**config.mk**
```make
export PLATFORM = sky130hd
export DESIGN_NAME = axis_pixel_packer
export DESIGN_NICKNAME = d
export VERILOG_FILES = /design/src/rtl/axis_pixel_packer.sv
export SDC_FILE = /design/constraint.sdc
export NUM_CORES = 1
export LEC_CHECK = 0
export CORE_ASPECT_RATIO = 1.2
export CORE_MARGIN = 2
export CORE_UTILIZATION = 24
export DETAILED_ROUTE_END_ITERATION = 10
export MAX_ROUTING_LAYER = met4
export SYNTH_ARGS = -nofsm -noshare
export SYNTH_HDL_FRONTEND = slang
export SYNTH_SLANG_ARGS = --single-unit
export TNS_END_PERCENT = 20
```
**constraint.sdc**
```tcl
create_clock -name clk -period 2.7 [get_ports clk]
set_input_delay 0.675 -clock clk [delete_from_list [all_inputs] [get_ports clk]]
set_output_delay 0.675 -clock clk [all_outputs]
set_load 0.005 [all_outputs]
```
**src/rtl/axis_pixel_packer.sv**
```systemverilog
// rtl/axis_pixel_packer.sv - packs C_PACK_NUM single-channel pixels into one wide AXI-Stream word
//
// Purpose: collects consecutive pixels into an accumulator and emits a packed
// word when the word is full or the line ends. A tuser pixel arriving
// mid-word flushes the partial word first (tlast=1) so every frame starts on
// lane 0. tkeep marks valid lanes, contiguous from lane 0.
//
// Ports:
//   clk, reset           - clock, asynchronous active-high reset
//   s_axis_t*            - one pixel per beat (tdata/tuser/tlast/tvalid/tready)
//   m_axis_t*            - packed word, first pixel in the low lane
//                          (tdata/tkeep/tuser/tlast/tvalid/tready)
module axis_pixel_packer #(
  parameter int C_PIXEL_WIDTH = 8,
  parameter int C_PACK_NUM    = 4
) (
  input  logic                            clk,
  input  logic                            reset,
  input  logic [C_PIXEL_WIDTH-1:0]        s_axis_tdata,
  input  logic                            s_axis_tuser,
  input  logic                            s_axis_tlast,
  input  logic                            s_axis_tvalid,
  output logic                            s_axis_tready,
  output logic [C_PIXEL_WIDTH*C_PACK_NUM-1:0] m_axis_tdata,
  output logic [C_PACK_NUM-1:0]           m_axis_tkeep,
  output logic                            m_axis_tuser,
  output logic                            m_axis_tlast,
  output logic                            m_axis_tvalid,
  input  logic                            m_axis_tready
);

  localparam int W  = C_PIXEL_WIDTH;
  localparam int N  = C_PACK_NUM;
  localparam int CW = $clog2(N);
  localparam logic [CW-1:0] LAST_LANE = CW'(N - 1);

  logic [CW-1:0]      r_cnt;
  logic [(N-1)*W-1:0] r_acc;
  logic               r_acc_user;

  logic [N*W-1:0]     r_m_tdata;
  logic [N-1:0]       r_m_tkeep;
  logic               r_m_tuser;
  logic               r_m_tlast;
  logic               r_m_tvalid;

  logic               w_out_free;
  logic               w_break;
  logic               w_s_ready;
  logic               w_accept;
  logic               w_complete;
  logic               w_flush;
  logic [N*W-1:0]     w_acc_ext;
  logic [N*W-1:0]     w_word;
  logic [N-1:0]       w_keep;
  logic               w_user;
  logic               w_last;

  assign w_out_free = ~r_m_tvalid | m_axis_tready;
  // A new frame must start on lane 0: a tuser pixel seen with lanes pending
  // is held off while the partial word is flushed.
  assign w_break    = s_axis_tvalid & s_axis_tuser & (r_cnt != '0);
  assign w_s_ready  = w_out_free & ~w_break & ~reset;
  assign w_accept   = s_axis_tvalid & w_s_ready;
  assign w_complete = w_accept & ((r_cnt == LAST_LANE) | s_axis_tlast);
  assign w_flush    = w_break & w_out_free;

  // Pad the accumulator to a full word so every lane index is in range.
  assign w_acc_ext  = {{W{1'b0}}, r_acc};

  // Word assembly shared by the complete and flush paths: stored lanes below
  // cnt, the incoming pixel in lane cnt (complete only), zeros above.
  always_comb begin
    w_word = '0;
    w_keep = '0;
    for (int i = 0; i < N; i++) begin
      if (CW'(i) < r_cnt) begin
        w_word[i*W +: W] = w_acc_ext[i*W +: W];
        w_keep[i]        = 1'b1;
      end else if ((CW'(i) == r_cnt) && !w_break) begin
        w_word[i*W +: W] = s_axis_tdata;
        w_keep[i]        = 1'b1;
      end
    end
  end

  // On a flush cnt != 0, so the incoming tuser term drops out by itself.
  assign w_user = r_acc_user | (s_axis_tuser & (r_cnt == '0));
  assign w_last = w_break | s_axis_tlast;

  always_ff @(posedge clk or posedge reset) begin
    if (reset) begin
      r_cnt      <= '0;
      r_acc      <= '0;
      r_acc_user <= 1'b0;
      r_m_tdata  <= '0;
      r_m_tkeep  <= '0;
      r_m_tuser  <= 1'b0;
      r_m_tlast  <= 1'b0;
      r_m_tvalid <= 1'b0;
    end else begin
      if (w_complete || w_flush) begin
        r_m_tdata  <= w_word;
        r_m_tkeep  <= w_keep;
        r_m_tuser  <= w_user;
        r_m_tlast  <= w_last;
        r_m_tvalid <= 1'b1;
        r_cnt      <= '0;
        r_acc_user <= 1'b0;
      end else begin
        if (m_axis_tready) begin
          r_m_tvalid <= 1'b0;
        end
        if (w_accept) begin
          r_cnt      <= r_cnt + 1'b1;
          r_acc_user <= r_acc_user | s_axis_tuser;
          for (int i = 0; i < N - 1; i++) begin
            if (r_cnt == CW'(i)) begin
              r_acc[i*W +: W] <= s_axis_tdata;
            end
          end
        end
      end
    end
  end

  assign s_axis_tready = w_s_ready;
  assign m_axis_tdata  = r_m_tdata;
  assign m_axis_tkeep  = r_m_tkeep;
  assign m_axis_tuser  = r_m_tuser;
  assign m_axis_tlast  = r_m_tlast;
  assign m_axis_tvalid = r_m_tvalid;

endmodule

```
==> results of run 1 <==
## metrics by stage
stage          power (uW)  std cells
4_1_cts              4405        436
2_1_floorplan        2467        200
6_report             4347        436
3_3_place_gp         3074        420
3_5_place_dp         3121        420
5_1_grt              4617        436
## state kept, by name (all words and copies together) (netlist names)
register       cells
r_acc_user         1
r_acc             24
m_axis_tdata      32
m_axis_tvalid      1
m_axis_tuser       1
r_cnt              2
m_axis_tkeep       4
m_axis_tlast       1
## synth_stat cells, types with 2 or more instances
master     n  share of area (%)
mux2_2    33                 12
buf_2      2               0.33
inv_1      8                1.0
mux2i_1    4                1.3
nor2b_1    2               0.42
nor2_1     2               0.25
dfrtp_1   66                 55
a21oi_1    4               0.67
nand3_2    2               0.67
ha_1       4                1.7
a22o_1    24                7.0
mux2_4    23                 11
clkbuf_1   3               0.37
and3_1     2               0.42
nor2b_4    2               0.92
buf_6      3                1.1
## critical path: stages
cell             delay [ps]
clkdlybuf4s50_1         420
and3b_1                 180
nor3_1                  130
clkdlybuf4s50_1         520
## final timing paths
| kind | startpoint | end | slack, ps | depth (start not counted) |
|---|---|---|---|---|
| max | s_axis_tuser | s_axis_tready | 90 | 4 |
| min | m_axis_tkeep[0] | m_axis_tkeep[0] | 490 | 1 |
| max in group asynchronous | reset | m_axis_tdata[27] | 1340 | 4 |
| min in group asynchronous | reset | r_cnt[0] | 770 | 3 |
| max reg2reg | r_cnt[1] | m_axis_tdata[7] | 640 | 5 |
| min reg2reg | m_axis_tkeep[0] | m_axis_tkeep[0] | 490 | 1 |
## layer usage
metal | wire length (um) | GRT usage, % | share of wire, % | vias to the layer above
met5 | 0 | - | 0 | -
met4 | 131 | 4.644 | 2.0 | 0
met3 | 366 | 4.008 | 5.7 | 9
met2 | 3180 | 16.67 | 49 | 38
met1 | 2791 | 12.11 | 43 | 938
li1 | - | - | - | 876
## power groups by stage
| stage | registers [uW] | clock network (uW) | logic [uW] |
|---|---|---|---|
| final | 1570 | 1250 | 1530 |
| after global routing | 1620 | 1330 | 1670 |
| after CTS | 1570 | 1270 | 1560 |
| after detailed placement | 1590 | 0 | 1530 |
| after global placement | 1580 | 0 | 1500 |
| after floorplan | 1560 | 0 | 909 |
## logic make-up (layout without fill, tap and decap cells)
group                      count (synthesis)  after routing  share of synthesized area (%)
muxes                                     60             60                          25.20
DFF                                       66             66                          54.98
adders and majority gates                  4              4                          1.666
and+or+nand+nor                           19             19                          5.665
xor gates and xnor gates                   1              1                         0.2916
buffers and inverters                     18             93                          3.207
AOI/OAI and AO/OA                         32             32                          8.997
## area by class of cell
class                   instances  share of cell area (%)
multi-input cells             116                   30.66
clock buffers                  11                   5.866
well taps                     161                   4.868
flip-flops and latches         66                   39.92
clock inverters                 5                   1.875
repair buffers                 69                   16.09
inverters                       8                  0.7257
## repair_timing
action | in CTS | in global routing
endpoints found under the setup margin | 1 | 1
pin swaps | 0 | 1
gates resized for setup | 2 | 2
==> run_results.csv, run 1 <==
group,metric,value,unit
power,power.density,1050,nW/um^2
logic_synthesis,synth.distinct_cells,32,
logic_synthesis,synth_area_per_cell,15.02,um^2
placed_design,port_buffers,53,
placed_design,placed_area,3802,um^2
finish,multi_input_area,1269,um^2
placed_design,dp_hpwl,4634,um
logic_synthesis,synthFlopType,"dfrtp_1",
timing,slew_headroom,55.97,%
detailed_routing,wirelength,6470,um
finish,stdcell_area,4138,um^2
cts,postCtsSetupBuffers,0,
timing,fin_worst_hold_slack,488.0,ps
grt,grt_use_total,10.62,%
detailed_routing,initialDrtViolationCount,51,
logic_synthesis,ys_ff_latch,66,
detailed_routing,drc_errors,0,
cts,cts_tree,"done",
power,p_sw,1163,uW
die,dieArea,13430,um^2
power,internal_power,3183,uW
cts,cts.clk_slew.worst_paths,50,ps
die,rows,44,
power,swShare,26.76,%
die,die_w,106.1,um
grt,antenna_found_initial,0,
logic_synthesis,yosys_warnings,0,
cts,cts-hold-fix-buffers,0,
finish,utilization,34.01,%
die,io_pins,54,
logic_synthesis,syn-cell-area,3004,um^2
logic_synthesis,synthCells,200,
power,p_seq_share,36.1,%
die,core-area,12170,um^2
cts,cts_made_buffers,9,
grt,grt_pass1_vias,1974,
cts,cts_sinks,66,
timing,max_clock_freq,0.3828,GHz
logic_synthesis,async_flop_share,100.0,%
finish,finalNetCount,288,
grt,grt_max_degree,42,
run_status,status,"complete, no violations",
logic_synthesis,seq_area_frac_synth,54.98,%
timing,clock_skew,3.281,ps
timing,tns,0,ps
finish,fillers,1179,
cts,clock_latency,330,ps
detailed_routing,routedWlPerCell,14.84,um
setup_path,required,2030,ps
logic_synthesis,syn_nets,218,
setup_path,end_kind,"primary output",
detailed_routing,ant_nets,0,
setup_path,cp_max_fo,2,
detailed_routing,drt_first_pass_iters,4,
finish,area_growth,37.73,%
timing,hold_violations,0,
cts,cts_max_level,3,
timing,rsz0062_at_grt,"no",
grt,grt_pass1_wl,10410,um
run,max_cap_violations,0,
power,vdd_drop_max,331.6,uV
timing,worst_pin_slew,660.4,ps
timing,finalCritPeriodShare,96.75,%
finish,insertedDiodeCount,0,
finish,ff_latch_area,1652,um^2
placed_design,place_congestion,0.7275,
detailed_routing,vias,1861,
worst_hold_path,min_path_type,"reg -> reg",
setup_path,crit_type,"in -> out",
timing,finalCriticalPeriod,2612,ps
die,floorplan.initialDensity,24.69,%
detailed_routing,avgViaCountPerCell,4.268,
placed_design,place_ws,8.960,ps
power,leakage,0.001920,uW
logic_synthesis,synth_edf_count,0,
timing,finalSetupViolCount,0,
finish,final_cell_mix,"66 x dfrtp_1, 52 x clkdlybuf4s50_1, 33 x mux2_2",
power,clock_power_share,28.7,%
finish,drive_gt1_share,35.64,%
finish,final_common_cell,"dfrtp_1",
setup_path,cp.arrival,1940,ps
cts,clock_path_buffers,2,
grt,overflow,0,
die,die_y,126.6,um
cts,cts-root-buf,"clkbuf_16",
power,pwr-share-comb,35.3,%
timing,slew_viol_final,0,
setup_path,start_kind,"input port",
timing,fin_ws,87.80,ps
Note: power is estimated with default switching activity, not from simulation.
==> run 2: changes to the inputs <==
--- a/config.mk
+++ b/config.mk
@@ -6,7 +6,6 @@
 export NUM_CORES = 1
 export LEC_CHECK = 0
 export CORE_ASPECT_RATIO = 1.2
-export CORE_MARGIN = 2
 export CORE_UTILIZATION = 24
 export DETAILED_ROUTE_END_ITERATION = 10
 export MAX_ROUTING_LAYER = met4
==> run 2 against run 1 <==
Against the previous run: non-clock buffer count fell by 1; die area fell by 3.4%; critical endpoint unchanged; first-iteration DRC count did not move; highest routed layer unchanged.
==> run_results.csv, run 2 (synthesis gave the netlist of run 1 again) <==
group,metric,value,unit
finish,final_common_cell,"dfrtp_1",
grt,grt_pass1_vias,1969,
cts,cts_sinks,66,
setup_path,required,2030,ps
cts,cts_max_level,3,
grt,grt_use_total,11.20,%
die,die_w,104.1,um
cts,postCtsSetupBuffers,0,
detailed_routing,vias,1834,
timing,slew_headroom,57.59,%
die,die_y,124.6,um
grt,grt_pass1_wl,10530,um
grt,overflow,0,
run_status,status,"complete, no violations",
timing,slew_viol_final,0,
timing,finalSetupViolCount,0,
setup_path,crit_path_max_incr_delay,450,ps
setup_path,end_kind,"primary output",
cts,cts_made_buffers,9,
cts,cts-hold-fix-buffers,0,
setup_path,critical_path_buf_inv_count,2,
setup_path,cp.arrival,1600,ps
grt,grt_max_degree,42,
power,leakage,0.001922,uW
setup_path,cp_slowest_cell,"clkdlybuf4s50_1",
placed_design,port_buffers,53,
placed_design,dp_hpwl,4432,um
finish,area_growth,38.07,%
timing,hold_violations,0,
timing,worst_pin_slew,636.2,ps
setup_path,critPathTopFamily,"buffers and inverters",
cts,cts.clk_slew.worst_paths,50,ps
die,rows,44,
timing,finalCriticalPeriod,2278,ps
timing,clock_skew,6.264,ps
cts,clock_path_buffers,2,
power,vdd_drop_max,293.3,uV
placed_design,place_congestion,0.7105,
detailed_routing,drc_errors,0,
setup_path,start_kind,"input port",
run,max_cap_violations,0,
power,power.density,1048,nW/um^2
worst_hold_path,min_path_type,"reg -> reg",
placed_design,dp_cells,419,
finish,finalNetCount,287,
detailed_routing,wirelength,6402,um
detailed_routing,ant_nets,0,
finish,utilization,34.09,%
cts,cts_tree,"done",
detailed_routing,drt_first_pass_iters,4,
finish,insertedDiodeCount,0,
die,io_pins,54,
detailed_routing,initialDrtViolationCount,51,
detailed_routing,avgViaCountPerCell,4.226,
finish,final_cell_mix,"66 x dfrtp_1, 52 x clkdlybuf4s50_1, 33 x mux2_2",
finish,stdcell_count,434,
timing,finalCritPeriodShare,84.35,%
timing,max_clock_freq,0.4391,GHz
grt,antenna_found_initial,0,
setup_path,crit_type,"in -> out",
finish,drive_gt1_share,35.16,%
setup_path,path_cells,"clkdlybuf4s50_1 -> and3b_1 -> nor3_2 -> dlymetal6s2s_1",
cts,clock_latency,330,ps
die,dieArea,12970,um^2
die,core-area,12170,um^2
cts,cts-root-buf,"clkbuf_16",
die,floorplan.initialDensity,24.69,%
setup_path,cp_max_fo,4,
detailed_routing,routedWlPerCell,14.75,um
finish,largest_reg_flops,32,
timing,rsz0062_at_grt,"no",
run 2: changes by cell type in the layout (fill, tap and decap cells not counted):
cell,before,now
buf_12,1,2
clkinvlp_4,1,0
buf_4,15,13
clkinv_2,2,0
nor3_1,1,0
clkbuf_1,1,2
clkbuf_8,1,2
nor3_2,0,1
run 2: worst paths after layout:
path                                  from         endpoint  slack, ps  cells after the start
max in group asynchronous            reset        r_acc[20]       1400                      4
max reg2reg                       r_cnt[1]  m_axis_tdata[7]        650                      5
min in group asynchronous            reset    m_axis_tvalid        980                      4
min reg2reg                m_axis_tkeep[0]  m_axis_tkeep[0]        480                      1
min                        m_axis_tkeep[0]  m_axis_tkeep[0]        480                      1
max                          s_axis_tvalid    s_axis_tready        420                      4
run 2: power by group:
part	leakage [uW]	switching, uW	internal (uW)
logic	0.000918	542	984
registers	0.000848	195	1370
clock network	0.000156	405	854
run 2: per-stage QoR:
stage / TNS [ps] / setup slack, ps / hold slack [ps] / cell area, um^2 / power [uW]
6_report: 0 / 422.4 / 480.6 / 4148 / 4346
4_1_cts: 0 / 26.40 / 476.6 / 4145 / 4414
2_1_floorplan: 0 / 370.2 / 459.0 / 3004 / 2467
5_1_grt: 0 / 368.6 / 516.6 / 4148 / 4623
3_3_place_gp: 0 / 59.43 / 452.9 / 3807 / 3075
3_5_place_dp: -30.44 / -30.44 / 460.1 / 3807 / 3108
run 2: metal layers:
metal | vias up | track usage, % | wire length, um
met5 | - | - | 0
met4 | 0 | 6.555 | 142
met3 | 9 | 3.611 | 272
met2 | 33 | 16.98 | 3071
met1 | 925 | 12.96 | 2915
li1 | 867 | - | -
run 2: worst reg2reg max path, stage by stage (launching register included):
cell and delay, ps:
dfrtp_1 370, buf_4 190, ha_1 210, nor2_1 170, o22a_4 590, mux2_2 410
run 2: area by class of cell:
cell class                 count  area [um^2]
fill                        1162         8019
sequential                    66         1652
multi-input combinational    116         1274
timing repair buffer          68        670.6
clock buffer                  13        260.3
tap                          161        201.4
clock inverter                 2        60.06
inverter                       8        30.03
run 2: repair_timing:
item                                    CTS  global route
resized for setup                         3             2
endpoints found under the setup margin    1             1
hold endpoints to repair                  0             0
==> run 3: changes to the inputs <==
==> constraint.sdc (replaced) <==
create_clock -name clk -period 2.15 [get_ports clk]
set_input_delay 0.5375 -clock clk [delete_from_list [all_inputs] [get_ports clk]]
set_output_delay 0.5375 -clock clk [all_outputs]
set_load 0.005 [all_outputs]
==> run 3 against run 2 <==
Against the previous run: setup slack lost 360 ps; global-route usage grew 0.41 points; via count grew 3.7%; wire length grew 4.6%.
==> run_results.csv, run 3 (synthesis gave the netlist of run 1 again) <==
group,metric,value,unit
setup_path,r2r_cells,8,
power,vdd_drop_max,435.4,uV
timing,finalSetupViolCount,0,
detailed_routing,route.met2.wl,3337,um
timing,hold_violations,0,
setup_path,start_kind,"input port",
grt,grt_max_degree,43,
finish,stdcell_area,4214,um^2
timing,slew_viol_final,0,
timing,max_clock_freq,0.4787,GHz
grt,antenna_found_initial,0,
detailed_routing,wirelength,6698,um
grt,grt_pass1_vias,2071,
setup_path,path_cells,"clkdlybuf4s50_1 -> and3b_1 -> nor3_2 -> dlygate4sd2_1",
grt,grt_pass1_wl,10900,um
setup_path,crit_path_max_incr_delay,500,ps
die,floorplan.initialDensity,24.69,%
detailed_routing,vias,1901,
finish,fillers,1161,
timing,rsz0062_at_grt,"no",
detailed_routing,ant_nets,0,
detailed_routing,avgViaCountPerCell,4.311,
setup_path,critPathTopFamily,"buffers and inverters",
detailed_routing,initialDrtViolationCount,51,
timing,fin_ws,60.81,ps
placed_design,place_congestion,0.7630,
die,rows,44,
setup_path,crit_type,"in -> out",
power,p_total,5512,uW
worst_hold_path,min_path_type,"reg -> reg",
die,die_y,124.6,um
power,leakage,0.001943,uW
grt,grt_use_total,11.61,%
power,power.density,1308,nW/um^2
setup_path,cp.arrival,1550,ps
die,dieArea,12970,um^2
die,core-area,12170,um^2
cts,cts.clk_slew.worst_paths,50,ps
timing,finalCritPeriodShare,97.17,%
finish,finalNetCount,294,
run_status,status,"complete, no violations",
finish,area_growth,40.27,%
setup_path,cp_max_fo,3,
detailed_routing,drt_first_pass_iters,4,
timing,worst_pin_slew,590.5,ps
cts,cts_tree,"done",
cts,clock_latency,330,ps
detailed_routing,drc_errors,0,
die,die_w,104.1,um
detailed_routing,wl_met1,2946,um
cts,cts_max_level,3,
finish,drive_gt1_share,37.50,%
placed_design,place_ws,-259.7,ps
placed_design,dp_hpwl,4810,um
setup_path,critical_path_buf_inv_count,2,
finish,final_cell_mix,"66 x dfrtp_1, 52 x clkdlybuf4s50_1, 33 x mux2_2",
placed_design,port_buffers,53,
finish,largest_reg_flops,32,
finish,insertedDiodeCount,0,
detailed_routing,topRoutingLayerUsed,"met4",
placed_design,placed_area,3889,um^2
die,io_pins,54,
detailed_routing,dr_wl_met3,284,um
setup_path,cp_slowest_cell,"clkdlybuf4s50_1",
cts,cts_sinks,66,
finish,final_common_cell,"dfrtp_1",
timing,clock_skew,6.367,ps
cts,cts-root-buf,"clkbuf_16",
timing,finalCriticalPeriod,2089,ps
setup_path,critical_path_depth,4,
setup_path,crit_start,"s_axis_tvalid",
worst_hold_path,hold_start,"m_axis_tkeep[0]",
timing,tns,0,ps
detailed_routing,routedWlPerCell,15.19,um
finish,utilization,34.64,%
timing,slew_headroom,60.46,%
cts,cts-hold-fix-buffers,0,
setup_path,required,1610,ps
setup_path,rr_startpoint,"r_cnt[1]",
run,max_cap_violations,0,
setup_path,end_kind,"primary output",
cts,cts_made_buffers,9,
cts,postCtsSetupBuffers,0,
worst_hold_path,hold_path_depth,1,
cts,clock_path_buffers,2,
grt,overflow,0,
run 3: cell count changes in the layout (fill, tap and decap cells not counted):
cell / delta
buf_12: +2
dlygate4sd2_1: +1
clkbuf_1: -1
clkinv_2: +1
dlymetal6s2s_1: -1
clkinvlp_4: +3
inv_1: -1
buf_4: +5
clkbuf_8: -2
run 3: power breakdown:
part | total (uW) | leakage [uW] | internal, uW | switching (uW)
clock network | 1530 | 0.000145 | 1010 | 525
logic | 2000 | 0.000951 | 1290 | 710
registers | 1980 | 0.000848 | 1720 | 265
run 3: final cells by class:
cell class                      instances  area, um^2  share of cell area [%]
Clock buffer                           10       229.0                   5.434
Tap cell                              161       201.4                   4.780
Inverter                                8       33.78                  0.8017
Sequential cell                        66        1652                   39.19
Timing Repair Buffer                   75       744.5                   17.67
Multi-Input combinational cell        116        1274                   30.23
Clock inverter                          5       80.08                   1.900
run 3: timing repair:
action | CTS | global route
resized for setup | 5 | 1
pin swaps | 0 | 0
endpoints found under the setup margin | 1 | 1
run 3: final timing paths:
check | end | slack [ps]
worst max-delay path | s_axis_tready | 60
worst min-delay path | m_axis_tkeep[0] | 470
worst max register to register | r_acc[7] | 180
worst min register to register | m_axis_tkeep[0] | 470
max in group asynchronous | m_axis_tdata[21] | 990
min in group asynchronous | r_acc[16] | 870
run 3: through the flow:
| stage | hold WS (ps) | cells |
|---|---|---|
| 6_report | 466.7 | 441 |
| 5_1_grt | 518.1 | 441 |
| 4_1_cts | 468.1 | 441 |
| 3_5_place_dp | 451.4 | 426 |
| 3_3_place_gp | 459.3 | 426 |
| 2_1_floorplan | 459.0 | 200 |
run 3: routing by layer:
metal  up-vias  GRT usage [%]
met3         6          3.715
li1        882              -
met2        37          18.27
met4         0          5.966
met1       976          13.21
met5         -              -
